--- config.mk ---
export PLATFORM = sky130hd
export DESIGN_NAME = golife_seq_ctrl
export DESIGN_NICKNAME = d
export VERILOG_FILES = /design/src/rtl/golife_pkg.sv /design/src/rtl/golife_pace_timer.sv /design/src/rtl/golife_seq_ctrl.sv
export SDC_FILE = /design/constraint.sdc
export NUM_CORES = 1
export LEC_CHECK = 0
export BUFFER_PORTS_ARGS = -buffer_cell sky130_fd_sc_hd__clkbuf_2
export CAP_MARGIN = 20
export CORE_ASPECT_RATIO = 1.75
export CORE_MARGIN = 5
export CORE_UTILIZATION = 54
export DETAILED_ROUTE_END_ITERATION = 16
export PLACE_DENSITY = 0.8
export SETUP_SLACK_MARGIN = 0.1
export SLEW_MARGIN = 25
export SYNTH_ARGS = -nofsm -noshare
export SYNTH_HDL_FRONTEND = slang
export SYNTH_SLANG_ARGS = --single-unit
--- constraint.sdc ---
create_clock -name clk -period 3.7 [get_ports clk]
set_input_delay 0.37 -clock clk [delete_from_list [all_inputs] [get_ports clk]]
set_output_delay 0.37 -clock clk [all_outputs]
set_load 0.05 [all_outputs]
--- src/rtl/golife_pkg.sv ---
// Shared types and constants for the golife sequencer slice.
// State encoding, stop-reason codes and the grid width helper.
package golife_pkg;

  typedef enum logic [2:0] {
    ST_IDLE  = 3'd0,
    ST_LOAD  = 3'd1,
    ST_PACE  = 3'd2,
    ST_STEP  = 3'd3,
    ST_CHECK = 3'd4
  } state_e;

  localparam logic [2:0] REASON_NONE    = 3'd0;
  localparam logic [2:0] REASON_COUNT   = 3'd1;
  localparam logic [2:0] REASON_STABLE  = 3'd2;
  localparam logic [2:0] REASON_EXTINCT = 3'd3;
  localparam logic [2:0] REASON_USER    = 3'd4;

  function automatic int grid_w(input int side);
    return side * side;
  endfunction

endpackage

--- src/rtl/golife_pace_timer.sv ---
// Loadable down-counter that paces free-run generations.
// Ports: clk, rst, load_i/val_i reload, en_i counts, done_o on last cycle.
module golife_pace_timer #(
  parameter int DIVW = 8
) (
  input  logic            clk,
  input  logic            rst,
  input  logic            load_i,
  input  logic            en_i,
  input  logic [DIVW-1:0] val_i,
  output logic            done_o
);

  logic [DIVW-1:0] cnt_q;

  always_ff @(posedge clk) begin
    if (rst) begin
      cnt_q <= '0;
    end else if (load_i) begin
      cnt_q <= val_i;
    end else if (en_i && (cnt_q != '0)) begin
      cnt_q <= cnt_q - 1'b1;
    end
  end

  // A value of 1 means this is the last pacing cycle; 0 is treated
  // the same so a stray empty count can never stall the run.
  assign done_o = en_i && (cnt_q <= DIVW'(1));

endmodule

--- src/rtl/golife_seq_ctrl.sv ---
// Load/run sequencer for the golife array: seeds, steps, free-runs.
// Ports: cmd_* pulses, num_gens/period run setup, grid observe; load/run drive golife.
module golife_seq_ctrl
  import golife_pkg::*;
#(
  parameter int SIDEWIDTH = 10,
  parameter int GENW      = 16,
  parameter int DIVW      = 8
) (
  input  logic                            clk,
  input  logic                            rst,
  input  logic                            cmd_load,
  input  logic                            cmd_start,
  input  logic                            cmd_step,
  input  logic                            cmd_stop,
  input  logic [GENW-1:0]                 num_gens,
  input  logic [DIVW-1:0]                 period,
  input  logic [grid_w(SIDEWIDTH)-1:0]    grid,
  output logic                            load,
  output logic                            run,
  output logic                            busy,
  output logic                            done,
  output logic [GENW-1:0]                 gen_count,
  output logic [2:0]                      stop_reason
);

  localparam int GW = grid_w(SIDEWIDTH);

  state_e          state_q, state_d;
  logic [GENW-1:0] gen_q, gen_d;
  logic [2:0]      reason_q, reason_d;
  logic            done_q, done_d;
  logic [GW-1:0]   snap_q, snap_d;
  logic [GENW-1:0] tgt_q, tgt_d;
  logic [DIVW-1:0] per_q, per_d;
  logic            step_q, step_d;
  logic            pend_q, pend_d;
  logic            load_q, run_q, busy_q;

  logic            tmr_load;
  logic [DIVW-1:0] tmr_val;
  logic            tmr_done;
  logic [GENW-1:0] new_cnt;
  logic [DIVW-1:0] per_in;
  logic            g_zero;
  logic            g_same;
  logic            cnt_hit;
  logic            stop_now;

  golife_pace_timer #(
    .DIVW (DIVW)
  ) u_pace (
    .clk    (clk),
    .rst    (rst),
    .load_i (tmr_load),
    .en_i   (state_q == ST_PACE),
    .val_i  (tmr_val),
    .done_o (tmr_done)
  );

  assign per_in  = (period == '0) ? DIVW'(1) : period;
  assign new_cnt = (gen_q == '1) ? gen_q : gen_q + 1'b1;
  assign g_zero  = (grid == '0);
  assign g_same  = (grid == snap_q);
  assign cnt_hit = (tgt_q != '0) && (new_cnt == tgt_q);
  // A stop arriving in CHECK joins the pending request immediately.
  assign stop_now = pend_q || cmd_stop;

  always_comb begin
    state_d  = state_q;
    gen_d    = gen_q;
    reason_d = reason_q;
    done_d   = done_q;
    snap_d   = snap_q;
    tgt_d    = tgt_q;
    per_d    = per_q;
    step_d   = step_q;
    pend_d   = pend_q;
    tmr_load = 1'b0;
    tmr_val  = per_q;
    unique case (state_q)
      ST_IDLE: begin
        if (cmd_load) begin
          state_d  = ST_LOAD;
          gen_d    = '0;
          done_d   = 1'b0;
          reason_d = REASON_NONE;
        end else if (cmd_start) begin
          state_d  = ST_PACE;
          tgt_d    = num_gens;
          per_d    = per_in;
          done_d   = 1'b0;
          step_d   = 1'b0;
          pend_d   = 1'b0;
          tmr_load = 1'b1;
          tmr_val  = per_in;
        end else if (cmd_step) begin
          state_d = ST_STEP;
          done_d  = 1'b0;
          step_d  = 1'b1;
          pend_d  = 1'b0;
        end
      end
      ST_LOAD: begin
        state_d = ST_IDLE;
      end
      ST_PACE: begin
        if (cmd_stop) begin
          state_d  = ST_IDLE;
          done_d   = 1'b1;
          reason_d = REASON_USER;
        end else if (tmr_done) begin
          state_d = ST_STEP;
        end
      end
      ST_STEP: begin
        // Capture the generation being replaced for the still-life test.
        snap_d  = grid;
        state_d = ST_CHECK;
        if (cmd_stop) begin
          pend_d = 1'b1;
        end
      end
      ST_CHECK: begin
        gen_d   = new_cnt;
        state_d = ST_IDLE;
        done_d  = 1'b1;
        pend_d  = 1'b0;
        unique case (1'b1)
          g_zero:   reason_d = REASON_EXTINCT;
          g_same:   reason_d = REASON_STABLE;
          cnt_hit:  reason_d = REASON_COUNT;
          stop_now: reason_d = REASON_USER;
          step_q:   reason_d = REASON_NONE;
          default: begin
            state_d  = ST_PACE;
            done_d   = 1'b0;
            tmr_load = 1'b1;
          end
        endcase
      end
      default: begin
        state_d = ST_IDLE;
      end
    endcase
  end

  always_ff @(posedge clk) begin
    if (rst) begin
      state_q  <= ST_IDLE;
      gen_q    <= '0;
      reason_q <= REASON_NONE;
      done_q   <= 1'b0;
      snap_q   <= '0;
      tgt_q    <= '0;
      per_q    <= '0;
      step_q   <= 1'b0;
      pend_q   <= 1'b0;
      load_q   <= 1'b0;
      run_q    <= 1'b0;
      busy_q   <= 1'b0;
    end else begin
      state_q  <= state_d;
      gen_q    <= gen_d;
      reason_q <= reason_d;
      done_q   <= done_d;
      snap_q   <= snap_d;
      tgt_q    <= tgt_d;
      per_q    <= per_d;
      step_q   <= step_d;
      pend_q   <= pend_d;
      // Output flops track the decode of the next state so they equal
      // the Moore decode of state_q without a combinational path.
      load_q   <= (state_d == ST_LOAD);
      run_q    <= (state_d == ST_STEP);
      busy_q   <= (state_d != ST_IDLE);
    end
  end

  assign load        = load_q;
  assign run         = run_q;
  assign busy        = busy_q;
  assign done        = done_q;
  assign gen_count   = gen_q;
  assign stop_reason = reason_q;

endmodule

---- Word-level counts from Yosys, hierarchy flattened ----
Index checks and enable logic that the tools add are counted.
operators by class
  divide/modulo/power cells ............... 0
  shifts and indexed selects .............. 0
  $add $sub $neg .......................... 2
  multiplexer cells ....................... 34
  bitwise logic cells ..................... 1
  $lt $le $gt $ge ......................... 1
  eq/ne operators ......................... 15
  reduce and logical (&&, ||, !) cells .... 22
  multiply operators ...................... 0
operators with widths
  cell                                                  number
  equality test 100 bit                                 1
  logical NOT 100 bit                                   1
  two-way mux 8 bit                                     6
  two-way mux 16 bit                                    2
  one-hot mux 16 bit (2 select lines)                   1
  two-way mux 3 bit                                     7
  adder 16 x 1 -> 16 bit (second input constant)        1
  equality test 16 bit                                  1
  equality test 16 bit (second input constant)          1
  nonzero test 16 bit                                   1
  one-hot mux 3 bit (5 select lines)                    1
  one-hot mux 3 bit (4 select lines)                    1
  two-way mux 1 bit                                     11
  equality test 3 x 2 -> 1 bit (second input constant)  3
  one-hot mux 3 bit (3 select lines)                    1
  AND reduction 3 bit                                   3
  nonzero test 3 bit                                    3
  <= comparator 8 x 1 -> 1 bit (second input constant)  1
  logical NOT 8 bit                                     1
  inequality test 2 bit (second input constant)         4
  AND reduction 4 bit                                   2
  nonzero test 8 bit                                    1
  subtractor 8 x 1 -> 8 bit (second input constant)     1
  inequality test 6 bit (second input constant)         1
  other kinds (14)                                      19
storage, ports and cells
  ROM bits ................................ 0
  bits in latches ......................... 0
  register bits ........................... 160
  memory bits (writable) .................. 0
  input bits .............................. 130
  memories ................................ 0
  output and inout port bits .............. 23

---- Logic depth before layout (Yosys ltp) ----
  depth after elaboration ................. 8
  gate-level depth with buffers ........... 12

---- Modules after synthesis ----
A second synthesis with hierarchy kept.
unflattened totals
  cell total of the unflattened synthesis .. 1,140
  area total of the unflattened synthesis .. 8,627.0 um^2
by module, submodules not included
  module             cells an instance  seq. area each (um^2)  area an instance (um^2)  times used
  golife_seq_ctrl    1,078              3,042.9                8,114.0                  1
  golife_pace_timer  62                 160.2                  513.0                    1

---- Worst setup path after synthesis ----
No wires, ideal clock.
  path type ............................... register -> register
  start point ............................. register gen_q[0], in the netlist gen_count[0]
  end point ............................... register u_pace.cnt_q[0]
  buffers on the path ..................... 2
  clock period less this slack ............ 3.451 ns
  stages on the path, launching flop included .. 12
  library setup time ...................... 0.121 ns
  arrival ................................. 3.330 ns
  slack ................................... 0.249 ns
  cells stage by stage .................... dfxtp_1 > ha_1 > nand3_1 > buf_2 > nor4_1 > mux2_2 > a221oi_1 > nand4_1 > a311o_1 > a21o_1 > buf_6 > mux2_4
on the way
  word-level cells in the longest chain between the ends .. 8
ends and longest elaborated chain
  element                                                                line                     text
  from (decl)                                                            golife_seq_ctrl.sv:30    logic [GENW-1:0] gen_q, gen_d;
  from (signal assigned)                                                 golife_seq_ctrl.sv:164   gen_q <= gen_d;
  adder 16 x 1 -> 16 bit / equality test 16 bit (equally long branches)  golife_seq_ctrl.sv:62    assign new_cnt = (gen_q == '1) ? gen_q : gen_q + 1'b1;
  two-way mux 16 bit (*)                                                 golife_seq_ctrl.sv:62
  equality test 16 bit (*)                                               golife_seq_ctrl.sv:65    assign cnt_hit = (tgt_q != '0) && (new_cnt == tgt_q);
  logical AND 1 bit (*)                                                  golife_seq_ctrl.sv:65
  OR reduction 5 bit (no line) (*)                                       -
  two-way mux 1 bit (*)                                                  golife_seq_ctrl.sv:129   unique case (1'b1)
  one-hot mux 1 bit (2 select lines) (*)                                 golife_seq_ctrl.sv:81    unique case (state_q)
  two-way mux 8 bit / nonzero test 2 bit (equally long branches)         -
  to (signal assigned)                                                   golife_pace_timer.sv:20  cnt_q <= val_i;
  to (signal assigned)                                                   golife_pace_timer.sv:22  cnt_q <= cnt_q - 1'b1;
  to (decl)                                                              golife_pace_timer.sv:14  logic [DIVW-1:0] cnt_q;
Every way passes the cells marked *; elsewhere a longest branch is shown, timed or not.
A chain may end at the register's enable or synchronous reset.

---- Final worst setup path ----
  start point ............................. register gen_q[1], in the netlist gen_count[1]
  end point ............................... register u_pace.cnt_q[7]
Same word-level chain as after synthesis.

==> metrics <==
status=complete, no violations; Slew Limit Fails=0; met3 Track Usage GR=0.0485; met1 Usage GRT=0.295; Synth Register Bits=160; average vias per placed instance=slightly below 6; clk root buf=clkbuf_16; most common cell in the netlist=nand2_1; Pwr Density=427 nW/um^2; gpl congestion=0.967; die height=roughly 170 um; count of final hold-check violations=0; clock power share=0.424; io pins=153; # nets final=1326; Initial DRT Pass Iterations=5; Period Utilization, post-route=0.917; Netlist cell types=63; startpoint types=flip-flop; final routed DRC violation total=0; Post-synth top cells=272 x nand2_1, 160 x dfxtp_1, 154 x a21oi_1; Main synth FF type=dfxtp_1; Worst EP arrival=3.70 ns; Util after Layout=0.638; Total Power=between 4 and 5 mW; Psw=between 1 and 1.5 mW; PortBufs=152; VDD IR-drop max=between 300 and 400 uV; sequential cell area fraction in the yosys report=0.388; grt total ovfl=0; final WL=27100 um; combinational share of power=0.135; Mapped Avg Cell Area=about 7.7 um^2; M2 GR Usage=0.528; CTS Buf Count=17; Max Cap Viol=0; Wirelength per Cell=between 15 and 20 um; GRT Total Usage=0.292; CTS Buffer Depth=2; Antenna Nets Post-Route=0; placed cell count=roughly 1400; Synth Instances=1068; CTS tree=built; Layout area overhead=17.7%; Initial Util=0.542; clock skew=0.0112 ns; largest net degree at the start of global routing=103; Die X=104 um; global-route wire length before repair=roughly 42000 um; post-DP HPWL=20300 um; Worst-path clk slew=~0.07 ns; core area=15200 um^2; post-synth top area share=0.388; die footprint=18000 um^2; routed via count=around 8300; Synth Cell Area=8260 um^2; Synthesized Nets=1201; vias in the first global route=8047; layout cells sized above 1=0.188; Ys Warns=0; worst endpoint required time=4.01 ns; Hold Path Class=input pin to flip-flop; setup tns final=0 ns; Finished Layout Cells=around 1400; internal power=2.96 mW; Setup Buffers After CTS=0; Post-synth EDFFs=0; GR peak layer=met2; Setup CP Type=flip-flop to flip-flop; Rows=60; H-tree lvl count=4; CP Max Fanout=8; Starting DRT DRC Count=396; Async SR Flop Fraction=0; measured slew at the worst slew-check pin=0.930 ns; leading area contributor after synthesis=dfxtp_1; LEAKAGE=3.43 nW; Final min period=3.39 ns; Clk Latency, worst-skew pair=0.43 ns; RSZ-0062 raised after global routing=no; register share of total power=0.442; synth top area cells=dfxtp_1 39%, nand2_1 12%, xnor2_1 11%, a21oi_1 9.3%, nor4_1 3.4%; CP Capture Type=flip-flop; Sink Count=160; sw frac=0.287; fillcell total=approximately 1400; relative slew slack=0.376; Fmax achieved=slightly below 0.3 GHz; Final setup viols=0; initial antenna violation count=1
registers in the layout (all words and copies together) (netlist names), 3 cells and up:
register / cells
snap_q: 100
gen_count: 16
tgt_q: 16
per_q: 8
u_pace.cnt_q: 8
state_q: 3
stop_reason: 3
cells in the final DEF, fill, tap and decap left out, types with 3 or more instances in the layout:
master / count
nand2_1: 271
dfxtp_1: 160
a21oi_1: 154
clkbuf_2: 151
xnor2_1: 101
nor4_1: 45
nand4_1: 38
nor2_1: 34
buf_4: 22
nor3_1: 21
nand3_1: 20
o21ai_0: 18
clkbuf_16: 17
inv_1: 13
xor2_1: 10
mux2_4: 8
nor2b_1: 7
and4_1: 7
a41oi_1: 6
a211oi_1: 5
a31oi_1: 5
and3_1: 4
a311oi_1: 4
or3_1: 4
a22oi_1: 4
nand2b_1: 4
a21o_1: 4
clkinv_4: 4
o41ai_1: 3
mux2i_1: 3
inv_8: 3
inv_6: 3
power by group through the flow:
stage	Sequential [mW]	Clock [mW]	Combinational, mW
6_report	1.83	1.76	0.559
5_1_grt	1.84	1.85	0.606
4_1_cts	1.83	1.77	0.556
3_5_place_dp	1.87	0	0.553
3_3_place_gp	1.87	0	0.546
2_1_floorplan	1.87	0	0.316
worst paths after layout:
path	slack (ns)	from	depth (start not counted)	end
hold / removal	0.17	num_gens[12]	3	tgt_q[12]
setup / recovery	0.31	gen_count[1]	9	u_pace.cnt_q[7]
setup reg to reg	0.31	gen_count[1]	9	u_pace.cnt_q[7]
hold reg to reg	0.46	per_q[7]	2	per_q[7]
layout make-up:
class                   count  area [um^2]  area share
flip-flops and latches    160         3200       0.329
repair buffers            173          921      0.0947
diodes                      1         2.50    0.000257
multi-input cells         828         4740       0.487
well taps                 186          233      0.0239
inverters                  13         48.8     0.00502
clock buffers              19          433      0.0445
clock inverters            13          149      0.0153
cells by family (layout without fill, tap and decap cells):
group | count (synthesis) | count (layout) | share of synthesized area
simple gates | 472 | 472 | 0.264
fa+ha+maj | 3 | 3 | 0.00454
mux | 13 | 13 | 0.0209
flops | 160 | 160 | 0.388
xor+xnor | 111 | 111 | 0.118
buf+inv | 80 | 218 | 0.0419
other cells | 0 | 1 | 0
compound gates | 229 | 229 | 0.163
per-layer routing:
layer  routed length, um  up-vias
li1                    -     3982
met5                   0        -
met4                2080        0
met2               14100      317
met3                1360       93
met1                9540     3894
per-stage QoR:
stage / setup WS, ns / hold WS [ns] / area, um^2
final: 0.308 / 0.166 / 9730
after CTS: 0.184 / 0.156 / 9710
after detailed placement: 0.214 / 0.456 / 9130
after global placement: 0.229 / 0.446 / 9130
after floorplan: 0.249 / 0.436 / 8260
after global routing: 0.100 / 0.163 / 9730
critical path, stage by stage (launching register included):
cell	delay, ns
dfxtp_1	0.46
ha_2	0.31
nand3_1	0.19
nor4_1	0.36
mux2_2	0.39
a221oi_1	0.24
nand4_1	0.19
a311o_1	0.41
a21o_1	0.37
mux2_4	0.36
what timing repair did:
item                       4_1_cts  5_1_grt
hold buffers                     0        0
setup endpoints to repair        0        9
resized for setup                0        2
No activity file was read; power rests on OpenSTA's default activity.
